File: src/rtl/data_mem_arbiter_if.sv
// data_mem_arbiter_if
//   Bundles the core requester, loader requester and single-port data memory
//   signals of the data memory arbiter.
//   slave  : arbiter side (takes requests, issues grants, drives the memory port)
//   master : environment side (drives requests, models the memory)
//   Signals:
//     core_req/core_we/core_addr/core_wdata -> core access request
//     core_gnt/core_stall/core_rdata        <- core grant, stall, load data
//     ldr_req/ldr_we/ldr_lock/ldr_addr/ldr_wdata -> loader access request
//     ldr_gnt/ldr_rdata                     <- loader grant, read data
//     mem_we/mem_addr/mem_wdata             <- memory access (sync write)
//     mem_rdata                             -> memory read data (comb read)
interface data_mem_arbiter_if #(
    parameter int AW = 32,
    parameter int DW = 32
);
    logic          core_req;
    logic          core_we;
    logic [AW-1:0] core_addr;
    logic [DW-1:0] core_wdata;
    logic          core_gnt;
    logic          core_stall;
    logic [DW-1:0] core_rdata;

    logic          ldr_req;
    logic          ldr_we;
    logic          ldr_lock;
    logic [AW-1:0] ldr_addr;
    logic [DW-1:0] ldr_wdata;
    logic          ldr_gnt;
    logic [DW-1:0] ldr_rdata;

    logic          mem_we;
    logic [AW-1:0] mem_addr;
    logic [DW-1:0] mem_wdata;
    logic [DW-1:0] mem_rdata;

    modport slave (
        input  core_req, core_we, core_addr, core_wdata,
        output core_gnt, core_stall, core_rdata,
        input  ldr_req, ldr_we, ldr_lock, ldr_addr, ldr_wdata,
        output ldr_gnt, ldr_rdata,
        output mem_we, mem_addr, mem_wdata,
        input  mem_rdata
    );

    modport master (
        output core_req, core_we, core_addr, core_wdata,
        input  core_gnt, core_stall, core_rdata,
        output ldr_req, ldr_we, ldr_lock, ldr_addr, ldr_wdata,
        input  ldr_gnt, ldr_rdata,
        input  mem_we, mem_addr, mem_wdata,
        output mem_rdata
    );
endinterface

File: src/rtl/data_mem_arbiter.sv
// data_mem_arbiter
//   Shares one single-port data memory between the core and a loader.
//   A 2-bit owner state (IDLE/CORE/LDR) decides who may access the memory;
//   grants are combinational from the owner state and the live request, so
//   every granted cycle is one complete memory access.
//   Under contention ownership alternates; a loader holding ldr_lock keeps
//   the memory for a burst.
//   Optional macro ARB_STARVE_GUARD_EN: limits a locked loader to MAX_HOLD
//   consecutive cycles while the core waits, then hands over to the core.
//   Without it a locked loader may hold the memory indefinitely.
//   Ports:
//     clk  - clock, rising edge
//     rst  - synchronous reset, active low
//     bus  - data_mem_arbiter_if.slave (requesters + memory port)
module data_mem_arbiter #(
    parameter int AW       = 32,
    parameter int DW       = 32,
    parameter int MAX_HOLD = 4
) (
    input  logic                 clk,
    input  logic                 rst,
    data_mem_arbiter_if.slave    bus
);

    typedef enum logic [1:0] {
        IDLE = 2'd0,
        CORE = 2'd1,
        LDR  = 2'd2
    } state_t;

    state_t state;
    logic   core_gnt;
    logic   ldr_gnt;
    logic   guard_trip;

`ifdef ARB_STARVE_GUARD_EN
    // Counts locked loader cycles during which the core is kept waiting.
    logic [3:0] hold_cnt;

    always_ff @(posedge clk) begin
        if (!rst) begin
            hold_cnt <= 4'd0;
        end else if (state == LDR && bus.ldr_lock && bus.core_req) begin
            hold_cnt <= hold_cnt + 4'd1;
        end else begin
            hold_cnt <= 4'd0;
        end
    end

    assign guard_trip = (hold_cnt == 4'(MAX_HOLD - 1));
`else
    assign guard_trip = 1'b0;
`endif

    // Owner state machine
    always_ff @(posedge clk) begin
        if (!rst) begin
            state <= IDLE;
        end else begin
            case (state)
                IDLE: begin
                    // Core wins a simultaneous request from idle.
                    if (bus.core_req)     state <= CORE;
                    else if (bus.ldr_req) state <= LDR;
                    else                  state <= IDLE;
                end
                CORE: begin
                    // Hand over to a waiting loader so contention alternates.
                    if (bus.ldr_req)       state <= LDR;
                    else if (bus.core_req) state <= CORE;
                    else                   state <= IDLE;
                end
                LDR: begin
                    if (bus.ldr_req && bus.ldr_lock && !guard_trip) state <= LDR;
                    else if (bus.core_req)                          state <= CORE;
                    else if (bus.ldr_req)                           state <= LDR;
                    else                                            state <= IDLE;
                end
                default: state <= IDLE;
            endcase
        end
    end

    // Grants follow the live request so a dropped request loses the grant
    // in the same cycle.
    assign core_gnt = (state == CORE) && bus.core_req;
    assign ldr_gnt  = (state == LDR)  && bus.ldr_req;

    assign bus.core_gnt   = core_gnt;
    assign bus.ldr_gnt    = ldr_gnt;
    assign bus.core_stall = bus.core_req && !core_gnt;

    assign bus.core_rdata = core_gnt ? bus.mem_rdata : '0;
    assign bus.ldr_rdata  = ldr_gnt  ? bus.mem_rdata : '0;

    // Memory port mux; quiet (all zero) when nobody is granted.
    always_comb begin
        bus.mem_we    = 1'b0;
        bus.mem_addr  = '0;
        bus.mem_wdata = '0;
        if (core_gnt) begin
            bus.mem_we    = bus.core_we;
            bus.mem_addr  = bus.core_addr;
            bus.mem_wdata = bus.core_wdata;
        end else if (ldr_gnt) begin
            bus.mem_we    = bus.ldr_we;
            bus.mem_addr  = bus.ldr_addr;
            bus.mem_wdata = bus.ldr_wdata;
        end
    end

endmodule

File: src/flat_wrapper.sv
// flat-port wrapper written by rule: the top's interface ports become plain ports
module data_mem_arbiter_flat 
#(
    parameter int AW       = 32,
    parameter int DW       = 32,
    parameter int MAX_HOLD = 4
)
  (clk, rst, bus_core_req, bus_core_we, bus_core_addr, bus_core_wdata, bus_core_gnt, bus_core_stall, bus_core_rdata, bus_ldr_req, bus_ldr_we, bus_ldr_lock, bus_ldr_addr, bus_ldr_wdata, bus_ldr_gnt, bus_ldr_rdata, bus_mem_we, bus_mem_addr, bus_mem_wdata, bus_mem_rdata);
  data_mem_arbiter_if #(.AW(AW), .DW(DW)) bus_i ();
  input  logic clk;
  input  logic rst;
  input wire logic [$bits(bus_i.core_req)-1:0] bus_core_req;
  input wire logic [$bits(bus_i.core_we)-1:0] bus_core_we;
  input wire logic [$bits(bus_i.core_addr)-1:0] bus_core_addr;
  input wire logic [$bits(bus_i.core_wdata)-1:0] bus_core_wdata;
  output wire logic [$bits(bus_i.core_gnt)-1:0] bus_core_gnt;
  output wire logic [$bits(bus_i.core_stall)-1:0] bus_core_stall;
  output wire logic [$bits(bus_i.core_rdata)-1:0] bus_core_rdata;
  input wire logic [$bits(bus_i.ldr_req)-1:0] bus_ldr_req;
  input wire logic [$bits(bus_i.ldr_we)-1:0] bus_ldr_we;
  input wire logic [$bits(bus_i.ldr_lock)-1:0] bus_ldr_lock;
  input wire logic [$bits(bus_i.ldr_addr)-1:0] bus_ldr_addr;
  input wire logic [$bits(bus_i.ldr_wdata)-1:0] bus_ldr_wdata;
  output wire logic [$bits(bus_i.ldr_gnt)-1:0] bus_ldr_gnt;
  output wire logic [$bits(bus_i.ldr_rdata)-1:0] bus_ldr_rdata;
  output wire logic [$bits(bus_i.mem_we)-1:0] bus_mem_we;
  output wire logic [$bits(bus_i.mem_addr)-1:0] bus_mem_addr;
  output wire logic [$bits(bus_i.mem_wdata)-1:0] bus_mem_wdata;
  input wire logic [$bits(bus_i.mem_rdata)-1:0] bus_mem_rdata;
  assign bus_i.core_req = bus_core_req;
  assign bus_i.core_we = bus_core_we;
  assign bus_i.core_addr = bus_core_addr;
  assign bus_i.core_wdata = bus_core_wdata;
  assign bus_core_gnt = bus_i.core_gnt;
  assign bus_core_stall = bus_i.core_stall;
  assign bus_core_rdata = bus_i.core_rdata;
  assign bus_i.ldr_req = bus_ldr_req;
  assign bus_i.ldr_we = bus_ldr_we;
  assign bus_i.ldr_lock = bus_ldr_lock;
  assign bus_i.ldr_addr = bus_ldr_addr;
  assign bus_i.ldr_wdata = bus_ldr_wdata;
  assign bus_ldr_gnt = bus_i.ldr_gnt;
  assign bus_ldr_rdata = bus_i.ldr_rdata;
  assign bus_mem_we = bus_i.mem_we;
  assign bus_mem_addr = bus_i.mem_addr;
  assign bus_mem_wdata = bus_i.mem_wdata;
  assign bus_i.mem_rdata = bus_mem_rdata;
  data_mem_arbiter #(.AW(AW), .DW(DW), .MAX_HOLD(MAX_HOLD)) u_core (.clk(clk), .rst(rst), .bus(bus_i));
endmodule
File: config.mk
export PLATFORM = sky130hd
export DESIGN_NAME = data_mem_arbiter_flat
export DESIGN_NICKNAME = d
export VERILOG_FILES = /design/src/rtl/data_mem_arbiter_if.sv /design/src/rtl/data_mem_arbiter.sv /design/src/flat_wrapper.sv
export SDC_FILE = /design/constraint.sdc
export NUM_CORES = 1
export LEC_CHECK = 0
export BUFFER_PORTS_ARGS = -buffer_cell sky130_fd_sc_hd__clkbuf_2
export CORE_AREA = 2 2 115 117
export CTS_CLUSTER_SIZE = 24
export DETAILED_ROUTE_END_ITERATION = 6
export DIE_AREA = 0 0 117 119
export GPL_TIMING_DRIVEN = 0
export HOLD_SLACK_MARGIN = 0.15
export PLACE_DENSITY = 0.46
export SYNTH_ARGS = -nofsm -noshare
export SYNTH_HDL_FRONTEND = slang
export SYNTH_SLANG_ARGS = --single-unit
File: constraint.sdc
create_clock -name clk -period 1.31 [get_ports clk]
set_input_delay 0.1965 -clock clk [delete_from_list [all_inputs] [get_ports clk]]
set_output_delay 0.1965 -clock clk [all_outputs]
set_load 0.05 [all_outputs]
* Word level (Yosys, flattened, before mapping) *
Cells that the tools add are included.

storage, ports and cells
  bits of input ports = 167
  flip-flop bits (word level) = 2

operators by class
  reductions and logical operators = 6
  equal/unequal tests = 2
  multiplexer cells = 14

operator list
  kind                  count
  $mux W32              6
  $mux W2               4
  $pmux W2 S3           1
  $logic_and A1 B1 Y1   4
  $mux W1               3
  $eq A2 B1 Y1 const B  1
  $eq A2 B2 Y1 const B  1
  $logic_not A2 Y1      1
  $logic_not A1 Y1      1

* Longest topological paths before layout *
Gate-level depths: netlist (run 1).

  depth in word-level cells = 4
  depth in mapped cells = 5
  gate-level depth less buffers = 2

* Worst setup path after synthesis (run 1) *
Ideal clock, no wire load.

  kind = register to output
  start = reg u_core.state[1]
  end = out bus_mem_addr[10]
  path slack = -0.456 ns
  required time = 1.113 ns
  stages on the path, launching flop included = 5
  arrival time = 1.569 ns
  cell sequence = dfxtp_1 > buf_6 > clkbuf_1 > nand3_1 > o22ai_1

between the ends
  longest elaborated chain between the ends = 4

RTL lines
  element                   line                     RTL
  start: declaration        data_mem_arbiter.sv:31   state_t state;
  start signal: assignment  data_mem_arbiter.sv:58   state <= IDLE;
  start signal: assignment  data_mem_arbiter.sv:63   if (bus.core_req) state <= CORE;
  start signal: assignment  data_mem_arbiter.sv:64   else if (bus.ldr_req) state <= LDR;
  $eq A2 B2 Y1              data_mem_arbiter.sv:87   assign ldr_gnt = (state == LDR) && bus.ldr_req;
  $logic_and A1 B1 Y1       data_mem_arbiter.sv:87
  $mux W32                  data_mem_arbiter.sv:105  end else if (ldr_gnt) begin
  $mux W32 (*)              data_mem_arbiter.sv:101  if (core_gnt) begin
  end: declaration          flat_wrapper.sv:27       output wire logic [$bits(bus_i.mem_addr)-1:0] bus_mem_addr;

Mark *: on every way between the ends. The rest lies on a longest branch, timed or not.

* Worst setup path after layout (run 1) *
  start = reg u_core.state[0]
  end = out bus_ldr_rdata[30]

between the ends
  longest elaborated chain between the ends = 3

RTL lines
  element              line                    RTL
  $eq A2 B2 Y1         data_mem_arbiter.sv:87
  $logic_and A1 B1 Y1  data_mem_arbiter.sv:87
  $mux W32             data_mem_arbiter.sv:94  assign bus.ldr_rdata = ldr_gnt ? bus.mem_rdata : '0;
  end: declaration     flat_wrapper.sv:25      output wire logic [$bits(bus_i.ldr_rdata)-1:0] bus_ldr_rdata;

No other way between the ends.

==> results of run 1 <==
-- critical path: cells and delay by family, from the launching register on --
kind                   cells  cell delay, ns
buffers and inverters      4            0.54
AND/OR/NAND/NOR            2            0.47
flip-flops                 1            0.31
-- worst min-delay path by stage --
stage	start	endpoint	slack, ns	cells past startpoint
after global routing	rst	u_core.state[1]	0.23	3
final	rst	u_core.state[1]	0.22	3
after CTS	rst	u_core.state[1]	0.22	3
after global placement	rst	u_core.state[1]	0.44	3
after detailed placement	rst	u_core.state[1]	0.45	3
after floorplan	rst	u_core.state[1]	0.33	2
-- per-layer routing --
layer | wire length [um] | GRT usage, % | share of wire, %
met1 | 5040 | 20.7 | 35
met5 | 0 | 0 | 0
met3 | 1130 | 4.78 | 7.8
met4 | 463 | 6.18 | 3.2
met2 | 7860 | 37.7 | 54
-- power by group through the flow --
stage,registers [mW],clock network [mW],logic [mW]
final,0.0699,0.471,2.34
after global routing,0.0714,0.486,2.45
after CTS,0.0675,0.468,2.23
after detailed placement,0.0670,0,1.73
after global placement,0.0670,0,1.72
after floorplan,0.0668,0,1.23
-- final cells by class --
class	instances	share of cell area, %
tap	176	3.10
inverter	1	0.0529
buffer	42	7.33
timing repair buffer	316	51.4
multi-input combinational	270	36.4
sequential	2	0.634
clock buffer	3	1.06
-- cells in the final DEF, fill, tap and decap left out --
cell,instances
nand3_1,58
clkbuf_2,166
nor2b_1,1
clkbuf_8,9
inv_2,1
buf_4,12
buf_12,10
dfxtp_2,1
and4_1,1
dfxtp_4,1
buf_6,15
nand2b_4,1
and2_4,64
clkbuf_16,64
buf_2,3
a21boi_4,1
and3b_2,2
nand2_2,7
clkbuf_4,4
clkbuf_1,3
nand3_2,8
a221oi_1,1
buf_8,71
buf_16,4
nand2_1,60
o22ai_4,65
o21ai_1,1
-- metrics by stage --
stage	util [%]	hold WS (ns)	cell area [sq um]	cells
floorplan	-	0.329	2840	317
global placement	35.3	0.438	4550	790
detailed placement	35.3	0.450	4550	790
CTS	53.5	0.224	6890	808
global route	55.1	0.231	7100	810
finish	55.1	0.216	7100	810
-- what timing repair did --
| action | 4_1_cts | 5_1_grt |
|---|---|---|
| pin swaps | 32 | 13 |
| gates resized for setup | 406 | 106 |
| hold endpoints to repair | 0 | 0 |
| setup endpoints to repair | 132 | 132 |
| cloned | 7 | 1 |
| setup buffers | 8 | 5 |
| hold buffers | 0 | 0 |
-- kinds of logic after synthesis --
family / share of synthesized area (%)
AO/OA/AOI/OAI: 35.8
buffers and inverters: 12.5
flip-flops: 1.94
AND/OR/NAND/NOR: 49.8
==> impl_metrics.toml, run 1 <==
[power]
total_power_mw = 2.88
power_density_nw_per_um2 = 406
seq_power_share_pct = 2.4
p_leak_nw = 2.90
clockPowerShare_pct = 16.3
p_switching_mw = 1.34
intPower_mw = 1.54
peakVddDrop_v = 0.000231
switching_share_pct = 46.6
combPwrFrac_pct = 81.2

[synth]
synth-seq-area-share_pct = 1.94
synth_edf_count = 0
synthFlopType = "dfxtp_1"
netlist_instances = 317
synth.distinct_cells = 19
ys_warn_count = 0
yosys-top-cells-count = "nand2_1, nand3_1, and2_1"
synthTopCellsByArea = "o22ai_2, and2_1, nand3_1, nand2_1, o22ai_1"
synth.top_cell.area_share_pct = 30.2
yosysTopAreaCell = "o22ai_2"
syn-num-nets = 484
ys_seq_elements = 2
async_flop_share_pct = 0
syn_area_sq_um = 2070
avgSynthCellArea_sq_um = 6.52
synth_most_common_cell = "nand2_1"

[setup_path]
r2r_cells = 4
crit_end = "bus_ldr_rdata[30]"
max_stage_delay_ns = 0.32
cp_max_fo = 6
reg2reg_from = "u_core.state[1]"
endpoint_kind = "output pin"
cp_data_required_time_ns = 1.11
slowest_stage = "and3b_2"
crit_chain = "buf_6 -> and3b_2 -> buf_12 -> buf_12 -> and2_4 -> clkbuf_16"
reg2reg_to = "u_core.state[1]"
path_class = "reg -> out"
cp_common_cell = "buf_12"
start_kind = "flop"
r2r_slack_ns = 0.16
critPathLaunch = "u_core.state[0]"
cp.arrival_ns = 1.55

[grt]
overflow = 0
grt_pass1_wl_um = 21500
grt_pass1_vias = 3936
grt_max_degree = 11
grt_util_all_layers_pct = 19.7
antenna_found_initial = 0

[drt]
avgViaCountPerCell = 4.57
drt-initial-drc-count = 146
drc_errors = 0
routedWlPerCell_um = 17.9
vias = 3698
wl_um = 14500
ant_nets = 0
dr.pass1.iters = 4

[floorplanning]
design.die.area_sq_um = 13900
die_y_um = 119
start_util_pct = 16.1
die_w_um = 117
coreArea_sq_um = 12900
top_level_ports = 299
num_rows = 42

[clocking]
cts_root_buf = "clkbuf_16"
clock_latency_ns = 0.23
numCtsBuffers = 3
clk_pin_slew_ns = 0.03
cts-htree-levels = 1
cts_buffer_depth = 2
cts_num_sinks = 2
cts_tree = "yes"

[placement]
post-place-ws_ns = -0.567
dpl.hpwl_um = 9840
port_buffers = 297
place_congestion = 0.848

[final_layout]
max_flop_register = "u_core.state"
biggestRegsByFlops = "u_core.state: 2 flops"
fillCellCount = 1062
drive_gt1_share_pct = 80.3
nets = 803
multi_input_area_sq_um = 2580
syn_to_final_growth_pct = 243
seq_area_sq_um = 45.0
antennaDiodeCount = 0
largest_reg_flops = 2

[sta]
slew_violations = 0
slew_headroom_pct = 67.3
finalSetupViolCount = 132
rsz0062_at_grt = "true"
fin_skew_ns = 0.00536
hold_violations = 0
setup_ws_ns = -0.439
period_share_pct = 134
fmax_mhz = 572
finalSetupTns_ns = -44.08
tightest_slew_ns = 0.490
fin_crit_ns = 1.75

[min_path]
hold_path_class = "in -> reg"

[run]
drv_cap = 0

[outcome]
status = "finished, violations left"
failed_checks = "setup timing"
Note: power is estimated with default switching activity, not from simulation.
==> run 2: changes to the inputs <==
- CORE_AREA: 2 2 115 117 -> 2 2 117 119
- DIE_AREA: 0 0 117 119 -> 0 0 119 121
- PLACE_DENSITY: 0.46 -> 0.45
==> impl_metrics.toml, run 2 (same netlist as run 1, synthesis figures left out) <==
[power]
total_power_mw = 2.93
peakVddDrop_v = 0.000347
p_leak_nw = 2.97
intPower_mw = 1.59
switching_share_pct = 45.9
p_switching_mw = 1.35
seq_power_share_pct = 2.4
clockPowerShare_pct = 15.6
combPwrFrac_pct = 82.0
power_density_nw_per_um2 = 409

[setup_path]
path_class = "reg -> out"
max_stage_delay_ns = 0.32
cp_common_cell = "buf_12"
r2r_slack_ns = 0.24
start_kind = "flop"
critPathLaunch = "u_core.state[0]"
r2r_cells = 4
endpoint_kind = "output pin"
cp.depth = 6
crit_family = "buffers and inverters"
crit_end = "bus_ldr_rdata[23]"
reg2reg_from = "u_core.state[0]"
path_buf_inv = 4
cp_max_fo = 10
slowest_stage = "dfxtp_2"
cp_data_required_time_ns = 1.11
cp.arrival_ns = 1.53
crit_chain = "buf_12 -> and3b_2 -> buf_12 -> buf_12 -> and2_4 -> clkbuf_16"
reg2reg_to = "u_core.state[1]"

[placement]
place_congestion = 0.774
dpl.hpwl_um = 10100
post-place-ws_ns = -0.529
place_area_sq_um = 4550
dp.cells = 790
port_buffers = 297

[sta]
period_share_pct = 132
finalSetupViolCount = 132
rsz0062_at_grt = "true"
slew_headroom_pct = 69.7
fin_crit_ns = 1.73
fmax_mhz = 579
hold_violations = 0
fin_skew_ns = 0.00129
slew_violations = 0
setup_ws_ns = -0.419
tightest_slew_ns = 0.455

[clocking]
cts-htree-levels = 1
cts_buffer_depth = 2
cts_tree = "yes"
clock_latency_ns = 0.22
clk_pin_slew_ns = 0.03
numCtsBuffers = 3
cts_root_buf = "clkbuf_16"
cts_num_sinks = 2
hold_buffers = 0

[min_path]
hold_path_class = "in -> reg"

[drt]
ant_nets = 0
drt-initial-drc-count = 119
wl_um = 14900
routedWlPerCell_um = 18.2
avgViaCountPerCell = 4.60
vias = 3762
dr.pass1.iters = 4
drc_errors = 0

[floorplanning]
start_util_pct = 15.8
die_y_um = 121
num_rows = 42
die_w_um = 119
design.die.area_sq_um = 14400
coreArea_sq_um = 13100
top_level_ports = 299

[grt]
overflow = 0
antenna_found_initial = 0
grt_pass1_vias = 3803
grt_pass1_wl_um = 21400
grt_max_degree = 11
grt_util_all_layers_pct = 18.5

[final_layout]
syn_to_final_growth_pct = 247
biggestRegsByFlops = "u_core.state: 2 flops"
final_area_sq_um = 7170
max_flop_register = "u_core.state"
antennaDiodeCount = 0
largest_reg_flops = 2
nets = 810
mostFrequentLayoutCell = "clkbuf_2"
fin_cells = 817
drive_gt1_share_pct = 78.9
mostFrequentLayoutCells = "clkbuf_2, buf_8, o22ai_4"

[outcome]
failed_checks = "setup timing"
status = "finished, violations left"

[run]
drv_cap = 0
[run 2: cell count changes in the layout (fill, tap and decap cells not counted), moves of 2 or more]
cell and delta:
nand2_1 +2, nand2_4 +3, nand3_1 +4, clkbuf_8 -3, buf_8 -2, buf_6 +11
nand3_2 -4, buf_16 +2, and2_1 +3, buf_4 -4, and2_4 -3, buf_2 +3
nand2_2 -5
[run 2: stage by stage]
step | util (%) | hold slack, ns | setup TNS [ns]
final | 54.8 | 0.198 | -44.51
after global routing | 54.8 | 0.215 | -49.57
after CTS | 50.5 | 0.205 | -47.40
after detailed placement | 34.8 | 0.434 | -45.37
after global placement | 34.8 | 0.439 | -43.59
after floorplan | - | 0.329 | -6.68
[run 2: worst min-delay path by stage]
| stage | start | to | slack (ns) | cells after the start |
|---|---|---|---|---|
| after floorplan | rst | u_core.state[1] | 0.33 | 2 |
| after global placement | rst | u_core.state[1] | 0.44 | 3 |
| after detailed placement | rst | u_core.state[1] | 0.43 | 3 |
| after CTS | rst | u_core.state[1] | 0.21 | 3 |
| after global routing | rst | u_core.state[1] | 0.21 | 3 |
| final | rst | u_core.state[1] | 0.20 | 3 |
[run 2: timing repair]
item | CTS | global route
setup buffers | 3 | 11
pin swaps | 7 | 5
cloned | 2 | 10
endpoints found under the setup margin | 132 | 132
gates resized for setup | 364 | 149
[run 2: power by group through the flow]
stage | combinational [mW] | clock, mW | sequential (mW)
3_5_place_dp | 1.74 | 0 | 0.0668
3_3_place_gp | 1.73 | 0 | 0.0668
5_1_grt | 2.52 | 0.469 | 0.0701
2_1_floorplan | 1.23 | 0 | 0.0668
6_report | 2.41 | 0.458 | 0.0694
4_1_cts | 2.17 | 0.464 | 0.0672
[run 2: area by class of cell]
type	count	area [sq um]
Buffer	42	517
Multi-Input combinational cell	270	2560
Timing Repair Buffer	323	3740
Clock buffer	3	75.1
Inverter	1	3.75
Sequential cell	2	45.0
Fill cell	1106	5920
Tap cell	176	220
[run 2: worst reg2reg max path: stages, from the launching register on]
cell	delay, ns
dfxtp_2	0.31
buf_12	0.14
buf_4	0.14
clkbuf_16	0.15
a221oi_1	0.24
[run 2: metal layers]
metal / routed length [um] / track usage (%) / vias up / part of all wire (%)
met5: 0 / 0 / - / 0
met1: 5430 / 20.6 / 1768 / 37
met3: 896 / 2.96 / 20 / 6.0
met2: 8240 / 36.6 / 199 / 55
li1: - / - / 1775 / -
met4: 282 / 4.02 / 0 / 1.9
==> run 3: changes to the inputs <==
- GPL_TIMING_DRIVEN: 0 -> 1
==> impl_metrics.toml, run 3 (same netlist as run 1, synthesis figures left out) <==
[outcome]
status = "finished, violations left"
failed_checks = "setup timing"

[power]
power_density_nw_per_um2 = 417
p_switching_mw = 1.34
total_power_mw = 2.96
peakVddDrop_v = 0.000289
p_leak_nw = 2.89
switching_share_pct = 45.3
intPower_mw = 1.62
combPwrFrac_pct = 81.1
clockPowerShare_pct = 16.4
seq_power_share_pct = 2.5

[grt]
grt_util_all_layers_pct = 17.2
overflow = 0
antenna_found_initial = 0
grt_pass1_vias = 3826
grt_max_degree = 42
grt_pass1_wl_um = 19900

[setup_path]
reg2reg_from = "u_core.state[0]"
cp.arrival_ns = 1.41
path_buf_inv = 2
crit_family = "simple AND/OR/NAND/NOR gates"
path_class = "reg -> out"
cp_data_required_time_ns = 1.11
max_stage_delay_ns = 0.40
start_kind = "flop"
r2r_slack_ns = 0.11
r2r_cells = 4
reg2reg_to = "u_core.state[1]"
crit_chain = "and3b_2 -> buf_12 -> and2_4 -> clkbuf_16"
endpoint_kind = "output pin"
cp_max_fo = 33
slowest_stage = "dfxtp_4"

[sta]
rsz0062_at_grt = "true"
setup_ws_ns = -0.298
finalSetupViolCount = 132
hold_violations = 0
fin_crit_ns = 1.61
slew_violations = 0
tightest_slew_ns = 0.233
whs_ns = 0.201
period_share_pct = 123
fmax_mhz = 622
slew_headroom_pct = 84.5
fin_skew_ns = 0.00279

[floorplanning]
top_level_ports = 299
die_w_um = 119
num_rows = 42
die_y_um = 121
design.die.area_sq_um = 14400
coreArea_sq_um = 13100
start_util_pct = 15.8

[final_layout]
mostFrequentLayoutCell = "clkbuf_2"
largest_reg_flops = 2
mostFrequentLayoutCells = "clkbuf_2, buf_12, o22ai_4"
fillCellCount = 1115
finalCoreUtilization_pct = 54.4
max_flop_register = "u_core.state"
biggestRegsByFlops = "u_core.state: 2 flops"
seq_area_sq_um = 47.5
multi_input_area_sq_um = 2590
drive_gt1_share_pct = 81.1
antennaDiodeCount = 0
nets = 808
syn_to_final_growth_pct = 244

[min_path]
min_from = "rst"
worstHoldPathCells = 3
hold_end = "u_core.state[1]"
hold_path_class = "in -> reg"

[clocking]
cts_num_sinks = 2
numCtsBuffers = 3
cts-htree-levels = 1
clk_pin_slew_ns = 0.03
clock_latency_ns = 0.23
cts_root_buf = "clkbuf_16"
hold_buffers = 0
cts_buffer_depth = 2
cts_tree = "yes"

[placement]
port_buffers = 298
dpl.hpwl_um = 9990
place_congestion = 0.789

[drt]
ant_nets = 0
wl_um = 13300
drt-initial-drc-count = 103
dr.pass1.iters = 4
routedWlPerCell_um = 16.3
vias = 3692
avgViaCountPerCell = 4.52
drc_errors = 0

[run]
drv_cap = 0
## run 3: cell types whose count changed in the layout (fill, tap and decap cells not counted), sizes merged
cell    before  now
clkbuf     242  201
buf        126  166
## run 3: metal layers
metal | vias up | wire [um] | GRT usage, %
met4 | 0 | 167 | 3.65
met5 | - | 0 | 0
li1 | 1762 | - | -
met1 | 1753 | 4490 | 17.9
met3 | 13 | 1010 | 4.09
met2 | 164 | 7600 | 34.4
## run 3: tightest hold or removal path: stages
cell	delay, ns
clkbuf_2	0.09
nand2_1	0.06
a221oi_1	0.04
## run 3: per-stage QoR
stage / std cells / setup slack (ns) / setup TNS, ns / area (sq um)
floorplan: 317 / -0.104 / -6.68 / 2840
global placement: 801 / -0.145 / -11.56 / 5660
detailed placement: 801 / -0.179 / -13.05 / 5660
CTS: 809 / -0.331 / -37.74 / 6880
global route: 816 / -0.351 / -40.55 / 7110
finish: 816 / -0.298 / -35.15 / 7110
## run 3: worst max path at each step
stage / endpoint / from / cells past startpoint
4_1_cts: bus_mem_addr[1] / u_core.state[1] / 5
5_1_grt: bus_mem_wdata[0] / u_core.state[1] / 5
3_5_place_dp: bus_mem_wdata[2] / u_core.state[1] / 4
2_1_floorplan: bus_mem_addr[12] / u_core.state[1] / 5
3_3_place_gp: bus_ldr_rdata[6] / u_core.state[0] / 4
6_report: bus_core_rdata[7] / u_core.state[0] / 4
## run 3: cell type report
cell class	instances	area share (%)
clock buffer	4	1.11
inverter	1	0.0528
multi-input combinational	270	36.4
sequential	2	0.668
tap	176	3.10
timing repair buffer	363	58.7
## run 3: what timing repair did
item / 4_1_cts / 5_1_grt
setup endpoints to repair: 132 / 132
resized for setup: 212 / 76
cloned: 0 / 3
pin swaps: 0 / 10
buffers inserted: 4 / 4
## run 3: power by group through the flow
| stage | sequential [mW] | clock [mW] | combinational [mW] |
|---|---|---|---|
| 6_report | 0.0728 | 0.487 | 2.40 |
| 5_1_grt | 0.0742 | 0.500 | 2.52 |
| 4_1_cts | 0.0732 | 0.497 | 2.30 |
| 3_5_place_dp | 0.0749 | 0 | 2.07 |
| 3_3_place_gp | 0.0749 | 0 | 2.06 |
| 2_1_floorplan | 0.0668 | 0 | 1.23 |
